--- config.mk ---
export PLATFORM = sky130hd
export DESIGN_NAME = priority_encoder_4to2
export DESIGN_NICKNAME = d
export VERILOG_FILES = /design/src/rtl/priority_encoder_4to2.sv
export SDC_FILE = /design/constraint.sdc
export NUM_CORES = 1
export LEC_CHECK = 0
export CELL_PAD_IN_SITES_DETAIL_PLACEMENT = 0
export CELL_PAD_IN_SITES_GLOBAL_PLACEMENT = 1
export CORE_AREA = 2 2 39 41
export CTS_BUF_LIST = sky130_fd_sc_hd__clkbuf_8
export CTS_CLUSTER_SIZE = 24
export DETAILED_ROUTE_END_ITERATION = 10
export DIE_AREA = 0 0 41 43
export MAX_ROUTING_LAYER = met4
export PLACE_DENSITY = 0.45
export REMOVE_ABC_BUFFERS = 1
export SETUP_SLACK_MARGIN = 0.4
export SYNTH_ARGS = -nofsm -noshare
export SYNTH_HDL_FRONTEND = slang
export SYNTH_SLANG_ARGS = --single-unit
--- constraint.sdc ---
create_clock -name clk -period 0.8 [get_ports clk]
set_clock_uncertainty 0.05 [all_clocks]
set_input_delay 0.12 -clock clk [delete_from_list [all_inputs] [get_ports clk]]
set_output_delay 0.12 -clock clk [all_outputs]
set_load 0.05 [all_outputs]
--- src/rtl/priority_encoder_4to2.sv ---
// 4-to-2 priority encoder: Y is the index of the highest set bit of D, V = |D.
// Optional registered output stage with asynchronous active-high reset.
module priority_encoder_4to2 #(
  parameter bit REG_OUT = 1'b1
) (
  input  logic       clk,
  input  logic       rst,
  input  logic [3:0] D,
  output logic [1:0] Y,
  output logic       V
);

  logic [1:0] y_next;
  logic       v_next;

  // Ascending scan so the highest asserted bit wins the final assignment.
  always_comb begin
    y_next = 2'b00;
    for (int i = 0; i < 4; i++) begin
      if (D[i]) begin
        y_next = 2'(i);
      end
    end
    v_next = |D;
  end

  generate
    if (REG_OUT) begin : g_reg
      logic [1:0] y_reg;
      logic       v_reg;

      always_ff @(posedge clk or posedge rst) begin
        if (rst) begin
          y_reg <= 2'b00;
          v_reg <= 1'b0;
        end else begin
          y_reg <= y_next;
          v_reg <= v_next;
        end
      end

      assign Y = y_reg;
      assign V = v_reg;
    end else begin : g_comb
      // clk/rst are intentionally ignored in the combinational build.
      logic unused_clk_rst;
      assign unused_clk_rst = clk ^ rst;

      assign Y = y_next;
      assign V = v_next;
    end
  endgenerate

endmodule

# ---- Yosys cells after proc, flatten, opt, wreduce, memory -nomap -nowiden
# Cells that the tools add are included.
dict set report classes {
  reduce_logical 1
  mux 3
}
# cell n
set ops {}
lappend ops {{2-to-1 mux 2 bit} 2}
lappend ops {{OR reduction 4 bit} 1}
lappend ops {{2-to-1 mux 1 bit} 1}
dict set report totals {
  out_inout_bits 3
  elab_cells 6
  register_bits 3
}

# ---- Logic depth before layout (Yosys ltp)
dict set report depth {
  depth_word 3
  ltp_mapped 2
  ltp_nobuf 2
}

# ---- Worst setup path after synthesis
# Ideal clock, no wire load.
dict set report synth_path {
  path_type {in2reg}
  startpoint {input port D[3]}
  endpoint {register g_reg.v_reg, in the netlist V}
  t_arrival_ns 0.622
  stages 2
  required_ns 0.618
  slack_ns -0.004
  setup_time_ns 0.132
  cell_sequence {or2_1 -> or3_1}
}
dict set report synth_via {
  elab_chain_len 1
}
# item line_no
set synth_lines {}
lappend synth_lines {{from (decl)} 8} ;# input logic [3:0] D,
lappend synth_lines {{OR reduction 4 bit} 24} ;# v_next = |D;
lappend synth_lines {{named net v_next} 14} ;# logic v_next;
lappend synth_lines {{to (signal assigned)} 38} ;# v_reg <= v_next;
lappend synth_lines {{to (decl)} 30} ;# logic v_reg;
# The timed path passes the listed nets, and every way through them passes these cells.

# ---- Worst setup path after layout
dict set report layout_path {
  startpoint {register g_reg.y_reg[1], in the netlist Y[1]}
  endpoint {output port Y[1]}
}
# item line_no
set layout_rtl {}
lappend layout_rtl {{from (decl)} 29} ;# logic [1:0] y_reg;
lappend layout_rtl {{from (signal assigned)} 37} ;# y_reg <= y_next;
lappend layout_rtl {{to (decl)} 9} ;# output logic [1:0] Y,
# No word-level cell between the ends.

==> metrics.txt <==
result of the run complete, but fails checks; failing checks setup timing; wire length of the first global-routing pass slightly below 500 um; maximum operating frequency roughly 1100 MHz; total routed wirelength between 200 and 300 um; post-synthesis sequential element count 3; fillcell total about 150; Non-Filler Instances 37; Area contributors post-synth sky130_fd_sc_hd__dfrtp_1 73%, sky130_fd_sc_hd__a21o_1 7.3%, sky130_fd_sc_hd__inv_1 7.3%; first-pass iteration count of the detailed router 1; worst supply voltage drop on vdd ~0.73 mV; crit path launch type flip-flop; Routed WL per cell 7.84 um; min Tclk post-route 0.936 ns; CTS tree done; Final Setup Violations 3; area leader, netlist sky130_fd_sc_hd__dfrtp_1; clock transition at the registers of the reported paths approximately 0.030 ns; CTS root buffer sky130_fd_sc_hd__clkbuf_8; Die Footprint 1760 um2; number of buffers between clock root and the deepest sink 2; final number of max-transition violations 0; final setup margin -0.136 ns; count of routing violations after the opening detailed-route iteration 0; crit share post-route 117%; slew at the pin closest to its max-slew limit about 0.13 ns; worst relative slew slack roughly 92%; Critical Path, Cell by Cell buf_12; NumNets Final 28; final RePlAce weighted congestion between 0.5 and 0.6; Synth async-reset ratio 100%; total I/O pin count 9; Critical-path top delay cell sky130_fd_sc_hd__dfrtp_1; area share of the leading cell type in the synthesized netlist approximately 73%; height of the chip between 40 and 50 um; share of cells above drive strength 1 between 50 and 60%; Arrival @ worst endpoint between 0.7 and 0.8 ns; largest net degree at the start of global routing 4; vias in the first global route ~130; count of buffers inserted at the top-level ports 8; setup repair after global routing missed its margin yes; antenna fix cells 0; most common cell in the netlist sky130_fd_sc_hd__dfrtp_1; Post-synth EDFFs 0; largest delay contributor family on the critical path flip-flops; number of antenna violations at the first check in global routing 0; number of different library cells in the post-synthesis netlist 5; post-synthesis instance total 8; category of the worst setup path capture point primary output; CTS HTree Levels 1; Total Routing Usage GR 4.44%; critical path class reg -> out; site row count 14; summed instance area of the synthesized netlist approximately 100 um2; max-cap check violation count 0; required time of the worst setup path around 0.63 ns; classification of the worst-slack hold path in -> async; critical path fanouts, max 1; leakage power ~0.14 nW; Area growth syn-to-layout 182%; power density over the cells between 2000 and 2500 nW/um2; number of buffers created by CTS 3; mean post-synth cell area approximately 13 um2; DP HPWL 207 um; number of placed instances with taps included 32; Setup WS pre-CTS -0.468 ns; most frequently used flop master after synthesis sky130_fd_sc_hd__dfrtp_1; final antenna-violating net count 0; stage delay of the slowest cell on the critical path roughly 0.4 ns; Post-synth top cells 3 x sky130_fd_sc_hd__dfrtp_1, 2 x sky130_fd_sc_hd__inv_1, 1 x sky130_fd_sc_hd__a21o_1, 1 x sky130_fd_sc_hd__or2_1, 1 x sky130_fd_sc_hd__or3_1; YS warnings 0; average vias per placed instance roughly 2.8; width of the die between 40 and 50 um; worst path bufs/invs 1; GRT Residual Overflow 0; number of hold-repair buffers added at the cts stage 0; detailed-route DRC error count 0; register area share after synthesis 73.2%; overall via count from detail_route about 100; Starting Density around 7.4%; count of endpoints failing hold in the final timing report 0; area of the core 1380 um2; number of sinks handled by clock tree synthesis 3
-- timing repair --
item / 4_1_cts / 5_1_grt
pin swaps: 2 / 2
gates resized for setup: 14 / 3
setup buffers: 0 / 1
setup endpoints to repair: 6 / 5
-- per-layer routing --
metal | vias up | part of all wire (%) | track usage [%]
met3 | 0 | 10 | 1.57
met4 | 0 | 0 | 4.00
met1 | 44 | 45 | 5.19
li1 | 49 | - | -
met5 | - | 0 | -
met2 | 9 | 44 | 5.63
-- flip-flops by register name, indices dropped and copies added (netlist names) --
name  count
Y         2
V         1
-- logic make-up after synthesis --
kind of cell / Yosys count / synth area share, %
compound gates: 1 / 7.32
buf+inv: 2 / 7.32
flops: 3 / 73.2
simple gates: 2 / 12.2
-- final cells by class --
class | instances | area, um2 | area share (%)
clock buffer | 3 | 41.3 | 14.3
clock inverter | 1 | 3.75 | 1.30
inverter | 2 | 7.51 | 2.60
multi-input combinational | 3 | 20.0 | 6.93
sequential | 3 | 75.1 | 26.0
tap | 16 | 20.0 | 6.93
timing repair buffer | 9 | 121 | 42.0
-- through the flow --
stage	util (%)	total power, mW	hold slack [ns]	setup TNS (ns)	cell area [um2]
final	20.9	0.680	0.0316	-0.377	289
after global routing	20.9	0.711	0.0617	-0.434	289
after CTS	19.4	0.688	0.0295	-0.421	269
after detailed placement	16.8	0.260	0.248	-0.798	233
after global placement	16.8	0.257	0.243	-0.717	233
after floorplan	-	0.198	-0.176	-0.00397	103
-- worst paths after layout --
check | end | start | cells after the start
setup / recovery | Y[1] | Y[1] | 1
hold / removal | V | rst | 2
max in group asynchronous | Y[0] | rst | 2
min in group clk | Y[1] | D[2] | 2
-- power breakdown --
part,internal [mW],switching (mW),leakage [nW]
combinational,0.0546,0.0411,0.0875
sequential,0.160,0.00630,0.0304
clock,0.326,0.0918,0.0269
-- cell usage in the layout (no fill, tap or decap), drive strengths merged --
| cell type | Yosys | routed |
|---|---|---|
| a21o | 1 | 1 |
| buf | 0 | 7 |
| clkbuf | 0 | 3 |
| clkdlybuf4s50 | 0 | 1 |
| dfrtp | 3 | 3 |
| dlymetal6s2s | 0 | 1 |
| inv | 2 | 3 |
| or2 | 1 | 1 |
| or3 | 1 | 1 |
No activity file was read; power rests on OpenSTA's default activity.
